===== src/rtl/edge_event_arbiter.sv =====
// edge_event_arbiter
// Watches NCH level inputs for edges, keeps one pending event per channel,
// and serves them round-robin through a single valid/ready output register.
//
// Handshake: evt_valid/evt_chan/evt_rising form one event. The event
// transfers on a rising clk edge where evt_valid && evt_ready. While
// evt_valid is high and evt_ready is low, evt_chan and evt_rising hold.
// evt_valid never depends combinationally on evt_ready.

module edge_event_arbiter #(
    parameter int NCH = 4
) (
    input  logic                     clk,
    input  logic                     rst,
    input  logic [NCH-1:0]           sig_in,
    input  logic                     cfg_we,
    input  logic [2*NCH-1:0]         cfg_mode,
    output logic                     evt_valid,
    input  logic                     evt_ready,
    output logic [$clog2(NCH)-1:0]   evt_chan,
    output logic                     evt_rising,
    output logic [NCH-1:0]           overflow,
    input  logic                     ovf_clr
);

    localparam int CW = $clog2(NCH);

    // Registered state
    logic [NCH-1:0]   r_prev;     // last sampled sig_in
    logic             r_armed;    // edge detection enabled
    logic [2*NCH-1:0] r_mode;     // per-channel mode: bit0 rise, bit1 fall
    logic [NCH-1:0]   r_pend;     // one pending event per channel
    logic [NCH-1:0]   r_pol;      // polarity of the pending event
    logic [CW-1:0]    r_ptr;      // round-robin start position

    // Combinational results
    logic [NCH-1:0]   w_qual;     // qualifying edge this cycle
    logic             w_found;    // some channel is pending
    logic [CW-1:0]    w_win;      // winning channel
    logic             w_win_pol;  // polarity stored for the winner
    logic             w_load;     // output register takes a new event
    logic [CW-1:0]    w_ptr_next;
    logic [NCH-1:0]   w_pend_nx;
    logic [NCH-1:0]   w_pol_nx;
    logic [NCH-1:0]   w_ovf_set;

    // Edge detection against the previous sample, gated by arming and mode
    always_comb begin
        w_qual = '0;
        for (int i = 0; i < NCH; i++) begin
            if (r_armed && (sig_in[i] != r_prev[i])) begin
                w_qual[i] = sig_in[i] ? r_mode[2*i] : r_mode[2*i+1];
            end
        end
    end

    // Round-robin search: first pending channel at or after r_ptr, wrapping
    always_comb begin
        int idx;
        idx       = 0;
        w_found   = 1'b0;
        w_win     = '0;
        w_win_pol = 1'b0;
        for (int k = 0; k < NCH; k++) begin
            idx = int'(r_ptr) + k;
            if (idx >= NCH) begin
                idx = idx - NCH;
            end
            if (!w_found && r_pend[idx]) begin
                w_found   = 1'b1;
                w_win     = CW'(idx);
                w_win_pol = r_pol[idx];
            end
        end
        w_load     = (!evt_valid || evt_ready) && w_found;
        w_ptr_next = (w_win == CW'(NCH - 1)) ? '0 : w_win + 1'b1;
    end

    // Pending bookkeeping: grant clears, new edges set, collisions overflow,
    // and a channel switched off by a config write drops its pending event
    always_comb begin
        logic grant;
        grant     = 1'b0;
        w_pend_nx = r_pend;
        w_pol_nx  = r_pol;
        w_ovf_set = '0;
        for (int i = 0; i < NCH; i++) begin
            grant = w_load && (w_win == CW'(i));
            if (w_qual[i]) begin
                if (r_pend[i] && !grant) begin
                    // Older event is kept; the new one is lost
                    w_ovf_set[i] = 1'b1;
                end else begin
                    w_pend_nx[i] = 1'b1;
                    w_pol_nx[i]  = sig_in[i];
                end
            end else if (grant) begin
                w_pend_nx[i] = 1'b0;
            end
            // The granted event is already headed for the output register,
            // so clearing pending here never removes a delivered event.
            if (cfg_we && (cfg_mode[2*i +: 2] == 2'b00)) begin
                w_pend_nx[i] = 1'b0;
            end
        end
    end

    // Input sampling, arming and configuration register
    always_ff @(posedge clk) begin
        if (rst) begin
            r_prev  <= '0;
            r_armed <= 1'b0;
            r_mode  <= '0;
        end else begin
            r_prev  <= sig_in;
            r_armed <= 1'b1;
            if (cfg_we) begin
                r_mode <= cfg_mode;
            end
        end
    end

    // Pending state and sticky overflow flags (a new set beats a clear)
    always_ff @(posedge clk) begin
        if (rst) begin
            r_pend   <= '0;
            r_pol    <= '0;
            overflow <= '0;
        end else begin
            r_pend   <= w_pend_nx;
            r_pol    <= w_pol_nx;
            overflow <= (ovf_clr ? '0 : overflow) | w_ovf_set;
        end
    end

    // Output register and round-robin pointer
    always_ff @(posedge clk) begin
        if (rst) begin
            evt_valid  <= 1'b0;
            evt_chan   <= '0;
            evt_rising <= 1'b0;
            r_ptr      <= '0;
        end else if (w_load) begin
            evt_valid  <= 1'b1;
            evt_chan   <= w_win;
            evt_rising <= w_win_pol;
            r_ptr      <= w_ptr_next;
        end else if (evt_ready) begin
            evt_valid  <= 1'b0;
        end
    end

endmodule


===== config.mk =====
export PLATFORM = sky130hd
export DESIGN_NAME = edge_event_arbiter
export DESIGN_NICKNAME = d
export VERILOG_FILES = /design/src/rtl/edge_event_arbiter.sv
export SDC_FILE = /design/constraint.sdc
export NUM_CORES = 1
export LEC_CHECK = 0
export ABC_AREA = 1
export CORE_UTILIZATION = 36
export CTS_BUF_LIST = sky130_fd_sc_hd__clkbuf_8
export CTS_CLUSTER_SIZE = 12
export DETAILED_ROUTE_END_ITERATION = 6
export PLACE_DENSITY = 0.66
export RECOVER_POWER = 50
export SETUP_SLACK_MARGIN = 0.5
export SYNTH_ARGS = -nofsm -noshare
export SYNTH_HDL_FRONTEND = slang
export SYNTH_SLANG_ARGS = --single-unit

===== constraint.sdc =====
create_clock -name clk -period 3.01 [get_ports clk]
set_input_delay 0.903 -clock clk [delete_from_list [all_inputs] [get_ports clk]]
set_output_delay 0.903 -clock clk [all_outputs]
set_load 0.02 [all_outputs]

==> results.tsv, run 1 <==
stage	metric	value	unit
global_route	track_usage	0.150	
floorplan	pin_count	25	
pwr	powerDensity	752	nW/um^2
yosys	ys_warn_count	0	
yosys	ys_types	27	
yosys	syn_inst	232	
detailed_routing	finalWirelength	3470	um
floorplan	die_area	4880	sq um
worst_setup_path	path_common_cell	nand2_1	
cells_and_area	antenna_cells	0	
worst_hold_path	hp-class	reg2reg	
timing	rsz0062_at_grt	false	
placement	dp_hpwl	2680	um
detailed_routing	viasPerCell	4.82	
timing	finalSetupTns	0	ps
cts	cts.path.max_buffers	2	
detailed_routing	drc	0	
cts	post_cts_buffers	0	
cts	root_buffer	clkbuf_8	
worst_setup_path	cp_slowest_cell	dfxtp_2	
cells_and_area	syn_to_final_growth	22.2	%
run_status	status	finished clean	
worst_setup_path	crit_required	3190	ps
yosys	seq_area_frac_synth	0.374	
cts	clk_pin_slew_worst_paths	70	ps
global_route	gr-total-overflow	0	
cells_and_area	mostFrequentLayoutCell	nand2_1	
pwr	power_frac_comb	0.468	
timing	finalCriticalPeriod	2220	ps
cells_and_area	fin_nets	280	
cts	tritoncts	built	
worst_setup_path	crit_path_start_kind	flip-flop	
yosys	synth_edf_count	0	
yosys	ys_ff_latch	31	
timing	slew_headroom	0.620	
pwr	pwr-share-seq	0.331	
worst_setup_path	arrival	2400	ps
floorplan	coreArea	4380	sq um
timing	setup_viol	0	
yosys	yosys.area.top_type	dfxtp_1	
yosys	synth_area_leaders	dfxtp_1 37%, nand2_1 11%, a21oi_1 6.3%	
cts	worstSkewPairLatency	280	ps
pwr	p_leak	0.883	nW
placement	gp_congestion	0.827	
detailed_routing	wl_per_cell	11.1	um
cells_and_area	final_util	0.462	
yosys	syn_nets	253	
detailed_routing	initialDrtViolationCount	52	
detailed_routing	first_pass_iters	4	
pwr	vdd_ir_drop_max	0.000438	V
timing	max_freq	451	MHz
pwr	power_switching	0.000649	W
timing	finClkSkew	5.63	ps
cts	htree_levels	2	
pwr	intPower	0.000875	W
timing	fin_crit_sh	0.736	
yosys	synth_area	1660	sq um
worst_setup_path	criticalPathCategory	reg2reg	
timing	drv_slew	0	
yosys	synth_top_area_frac	0.374	
job	maxCapViolCount	0	
detailed_routing	dr_total_vias	1503	
global_route	grt_pass1_vias	1289	
worst_setup_path	critPathMaxFanout	9	
cells_and_area	most-common-layout-cells	50 x nand2_1, 29 x dfxtp_1, 27 x nor2_1, 23 x inv_1, 21 x a21oi_1	
floorplan	num_rows	24	
worst_setup_path	path_cells	inv_2 > nand2_1 > nand2_1 > nand2_1 > nand2_1 > o21ai_1 > inv_1 > nand2_1 > nand2_1 > inv_1 > nand2_1 > inv_1 > ha_1 > nand3_2 > nand2_1 > nand3_1 > nand2_1 > nor2_1	
global_route	antenna_found_initial	0	
pwr	pwr-share-clk	0.201	
floorplan	die_h	69.9	um
cells_and_area	drive_gt1_frac	0.142	
cts	clock_sinks	31	
floorplan	fp.dieW	69.9	um
detailed_routing	postRouteAntennaNets	0	
yosys	async_flop_share	0	
cts	cts-buffers-inserted	5	
global_route	grt_max_degree	23	
placement	port_buffers	24	
global_route	grt_pass1_wl	5740	um
timing	tightest_slew	569	ps
yosys	avgSynthCellArea	7.15	sq um
floorplan	start_util	0.378	
yosys	ys.flop_type	dfxtp_1	
worst_setup_path	worst_setup_path_end_kind	flip-flop	
worst_setup_path	cp_slowest_stage_delay	400	ps
pwr	switching_share	0.426	
timing	hold_violations	0	
==> metrics by stage <==
step | power (W) | worst slack, ps | cell area, sq um | instances | hold slack [ps]
after floorplan | 0.00106 | 1090 | 1660 | 232 | 452
after global placement | 0.00121 | 681 | 1950 | 304 | 458
after detailed placement | 0.00123 | 639 | 1950 | 304 | 457
after CTS | 0.00153 | 704 | 2030 | 312 | 466
after global routing | 0.00165 | 508 | 2030 | 312 | 480
final | 0.00152 | 794 | 2030 | 312 | 458
==> what timing repair did <==
item                       CTS  global route
setup endpoints to repair    0             4
resized for setup            0             2
hold buffers                 0             0
hold endpoints to repair     0             0
==> layout make-up <==
class                      count  area (sq um)
fill                         455          2360
multi-input combinational    170           910
sequential                    31           623
timing repair buffer          26           251
inverter                      25          96.3
clock buffer                   5          68.8
tap                           52          65.1
clock inverter                 3          12.5
==> synth_stat cells (2+ instances only) <==
library cell  count
nand3_2           6
dfxtp_1          31
or2_2             4
inv_2             3
buf_2             2
ha_1              4
nand2_2           7
nor2_1           27
nand3_1          15
o211a_1           4
nand2_4           3
inv_1            21
a21oi_1          21
nand2_1          50
o21ai_1           5
o21ai_0          16
clkbuf_1          3
==> power groups by stage <==
stage | Sequential [W] | Combinational, W | Clock (W)
final | 0.000504 | 0.000714 | 0.000306
after global routing | 0.000510 | 0.000806 | 0.000332
after CTS | 0.000502 | 0.000720 | 0.000310
after detailed placement | 0.000511 | 0.000715 | 0
after global placement | 0.000509 | 0.000705 | 0
after floorplan | 0.000517 | 0.000542 | 0
==> final timing paths <==
kind               start           to  slack (ps)  depth (start not counted)
max             r_ptr[0]     r_pol[1]         790                         18
min          overflow[2]  overflow[2]         460                          2
max reg2reg     r_ptr[0]     r_pol[1]         790                         18
min reg2reg  overflow[2]  overflow[2]         460                          2
==> kinds of logic (layout without fill, tap and decap cells) <==
family | after synthesis | in the layout | share of synthesized area
simple gates | 117 | 117 | 0.353
compound gates | 49 | 49 | 0.165
flops | 31 | 31 | 0.374
buf+inv | 31 | 59 | 0.0777
fa+ha+maj | 4 | 4 | 0.0302
==> layer usage <==
| layer | global-route usage | part of all wire | vias up |
|---|---|---|---|
| met2 | 0.249 | 0.48 | 26 |
| met1 | 0.181 | 0.48 | 667 |
| li1 | - | - | 804 |
| met4 | 0.0600 | 0.0087 | 0 |
| met3 | 0.0447 | 0.030 | 6 |
| met5 | 0 | 0 | - |
==> registers in the layout, indices dropped and copies added, names as in the netlist <==
name	cells
evt_chan	2
evt_rising	1
evt_valid	1
overflow	4
r_armed	1
r_mode	8
r_pend	4
r_pol	4
r_prev	4
r_ptr	2
==> worst max-delay path, delay by kind of cell (launching register included) <==
| family | cells | cell delay (ps) |
|---|---|---|
| flops | 1 | 400 |
| buf+inv | 4 | 330 |
| simple gates | 12 | 1010 |
| fa+ha+maj | 1 | 160 |
| compound gates | 1 | 220 |
Note: power is estimated with default switching activity, not from simulation.
==> run 2: changes to the inputs <==
Clock period 3.01 ns to 2.16 ns, I/O delays scaled along.
==> run 2 against run 1 <==
  * Hold slack worse by 0.88 ps
  * Clock-buffer cell count unchanged
  * Largest power group unchanged
  * Critical path type unchanged
  * Final area up 20%
  * Register-to-register slack lost 630 ps
  * Non-clock buffer count grew 16
  * Clock power is 40% higher
  * Final cell count up 5.1%
==> results.tsv, run 2 (synthesis results as in run 1) <==
stage	metric	value	unit
run_status	status	finished clean	
cts	clock_sinks	31	
worst_setup_path	arrival	2180	ps
pwr	intPower	0.00158	W
cts	cts-buffers-inserted	5	
timing	finalCriticalPeriod	1990	ps
detailed_routing	wl_per_cell	12.7	um
detailed_routing	initialDrtViolationCount	55	
placement	port_buffers	24	
detailed_routing	postRouteAntennaNets	0	
cts	worstSkewPairLatency	290	ps
cts	clk_pin_slew_worst_paths	60	ps
job	maxCapViolCount	0	
cells_and_area	n_fill_cell	416	
floorplan	coreArea	4380	sq um
detailed_routing	topRoutingLayerUsed	met4	
detailed_routing	finalWirelength	4180	um
timing	setup_viol	0	
global_route	gr-total-overflow	0	
cts	tritoncts	built	
timing	finClkSkew	3.37	ps
placement	gp_congestion	0.832	
floorplan	start_util	0.378	
global_route	grt_pass1_vias	1447	
timing	max_freq	501	MHz
worst_setup_path	critPathMaxFanout	9	
cts	cts.path.max_buffers	2	
timing	fin_crit_sh	0.923	
pwr	powerDensity	1170	nW/um^2
global_route	antenna_found_initial	0	
cells_and_area	fin_cells	328	
cells_and_area	fin_nets	296	
timing	layout_setup_ws	165	ps
placement	dp_hpwl	2760	um
cells_and_area	top_register	r_mode	
timing	tightest_slew	575	ps
cells_and_area	drive_gt1_frac	0.359	
worst_setup_path	crit_required	2350	ps
global_route	track_usage	0.170	
detailed_routing	drc	0	
pwr	p_total	0.00284	W
pwr	pwr-share-seq	0.256	
floorplan	fp.dieW	69.9	um
pwr	switching_share	0.445	
pwr	p_leak	1.05	nW
cts	cts_hold_buf	0	
placement	dpl.cell_count	305	
detailed_routing	met2_length	2120	um
pwr	pwr-share-clk	0.150	
global_route	grt_max_degree	23	
timing	slew_headroom	0.614	
cells_and_area	final_util	0.553	
worst_setup_path	criticalPathCategory	reg2reg	
floorplan	num_rows	24	
cells_and_area	antenna_cells	0	
cts	root_buffer	clkbuf_8	
timing	hold_violations	0	
pwr	vdd_ir_drop_max	0.000564	V
worst_setup_path	worst_setup_path_end_kind	flip-flop	
worst_hold_path	hp-class	reg2reg	
detailed_routing	viasPerCell	4.84	
detailed_routing	m1WireLength	1840	um
detailed_routing	first_pass_iters	4	
floorplan	die_h	69.9	um
timing	finalSetupTns	0	ps
pwr	power_frac_comb	0.594	
cells_and_area	largest_reg_flops	8	
detailed_routing	dr_wl_met3	105	um
worst_setup_path	crit_path_start_kind	flip-flop	
floorplan	die_area	4880	sq um
floorplan	pin_count	25	
placement	place_worst_setup_slack	18.1	ps
detailed_routing	dr_total_vias	1589	
global_route	grt_pass1_wl	6530	um
cells_and_area	most-common-layout-cells	29 x nand2_1, 26 x nor2_1, 26 x dfxtp_1, 23 x nand2_2, 19 x inv_1	
cells_and_area	syn_to_final_growth	46.2	%
pwr	power_switching	0.00127	W
cells_and_area	mostFrequentLayoutCell	nand2_1	
timing	drv_slew	0	
cts	htree_levels	2	
timing	rsz0062_at_grt	true	
==> run 2: layout make-up <==
type                            instances  area (sq um)  area share
Clock buffer                            5          68.8      0.0284
Clock inverter                          3          12.5     0.00516
Inverter                               25           114      0.0469
Multi-Input combinational cell        170          1130       0.468
Sequential cell                        31           632       0.260
Tap cell                               52          65.1      0.0268
Timing Repair Buffer                   42           399       0.165
==> run 2: power by group through the flow <==
stage | registers [W] | logic (W) | clock network [W]
floorplan | 0.000728 | 0.000807 | 0
global placement | 0.000734 | 0.00102 | 0
detailed placement | 0.000738 | 0.00103 | 0
CTS | 0.000720 | 0.00152 | 0.000436
global route | 0.000737 | 0.00180 | 0.000459
finish | 0.000728 | 0.00169 | 0.000427
==> run 2: per-stage QoR <==
step                area, sq um  hold WS (ps)
finish                     2430           457
global placement           2000           451
floorplan                  1700           452
global route               2430           474
CTS                        2330           463
detailed placement         2000           459
==> run 2: worst max-delay path: stages (launching register included) <==
cell     delay [ps]
dfxtp_4         420
inv_6            70
nand2_1          70
nand2_2          80
nand2_4         100
nand2_8          70
o21ai_4         160
inv_1            70
nand2_1          70
nand2_2          70
inv_2            70
nand2_4          70
inv_4            80
ha_4            140
nand3_4          90
nand2_2          80
nand3_1          60
nand2_1          70
nor2_1           30
==> run 2: worst paths after layout <==
kind | startpoint | end | slack (ps) | cells after the start
setup reg to reg | r_ptr[0] | r_pol[3] | 170 | 18
hold reg to reg | overflow[3] | overflow[3] | 460 | 2
setup / recovery | r_ptr[0] | r_pol[3] | 170 | 18
hold / removal | overflow[3] | overflow[3] | 460 | 2
==> run 2: per-layer routing <==
| layer | track usage | vias up |
|---|---|---|
| li1 | - | 835 |
| met1 | 0.205 | 719 |
| met2 | 0.294 | 26 |
| met3 | 0.0346 | 9 |
| met4 | 0.0667 | 0 |
| met5 | 0 | - |
==> run 2: timing repair <==
item                       in CTS  in global routing
hold endpoints to repair        0                  0
resized for setup              47                 25
buffers inserted               12                  3
pin swaps                      16                  8
setup endpoints to repair      25                 19
==> run 3: changes to the inputs <==
Settings changed: SLEW_MARGIN from default to 10.
==> results of run 3 <==
No change in the layout: final DEF, timing and power equal those of run 2.
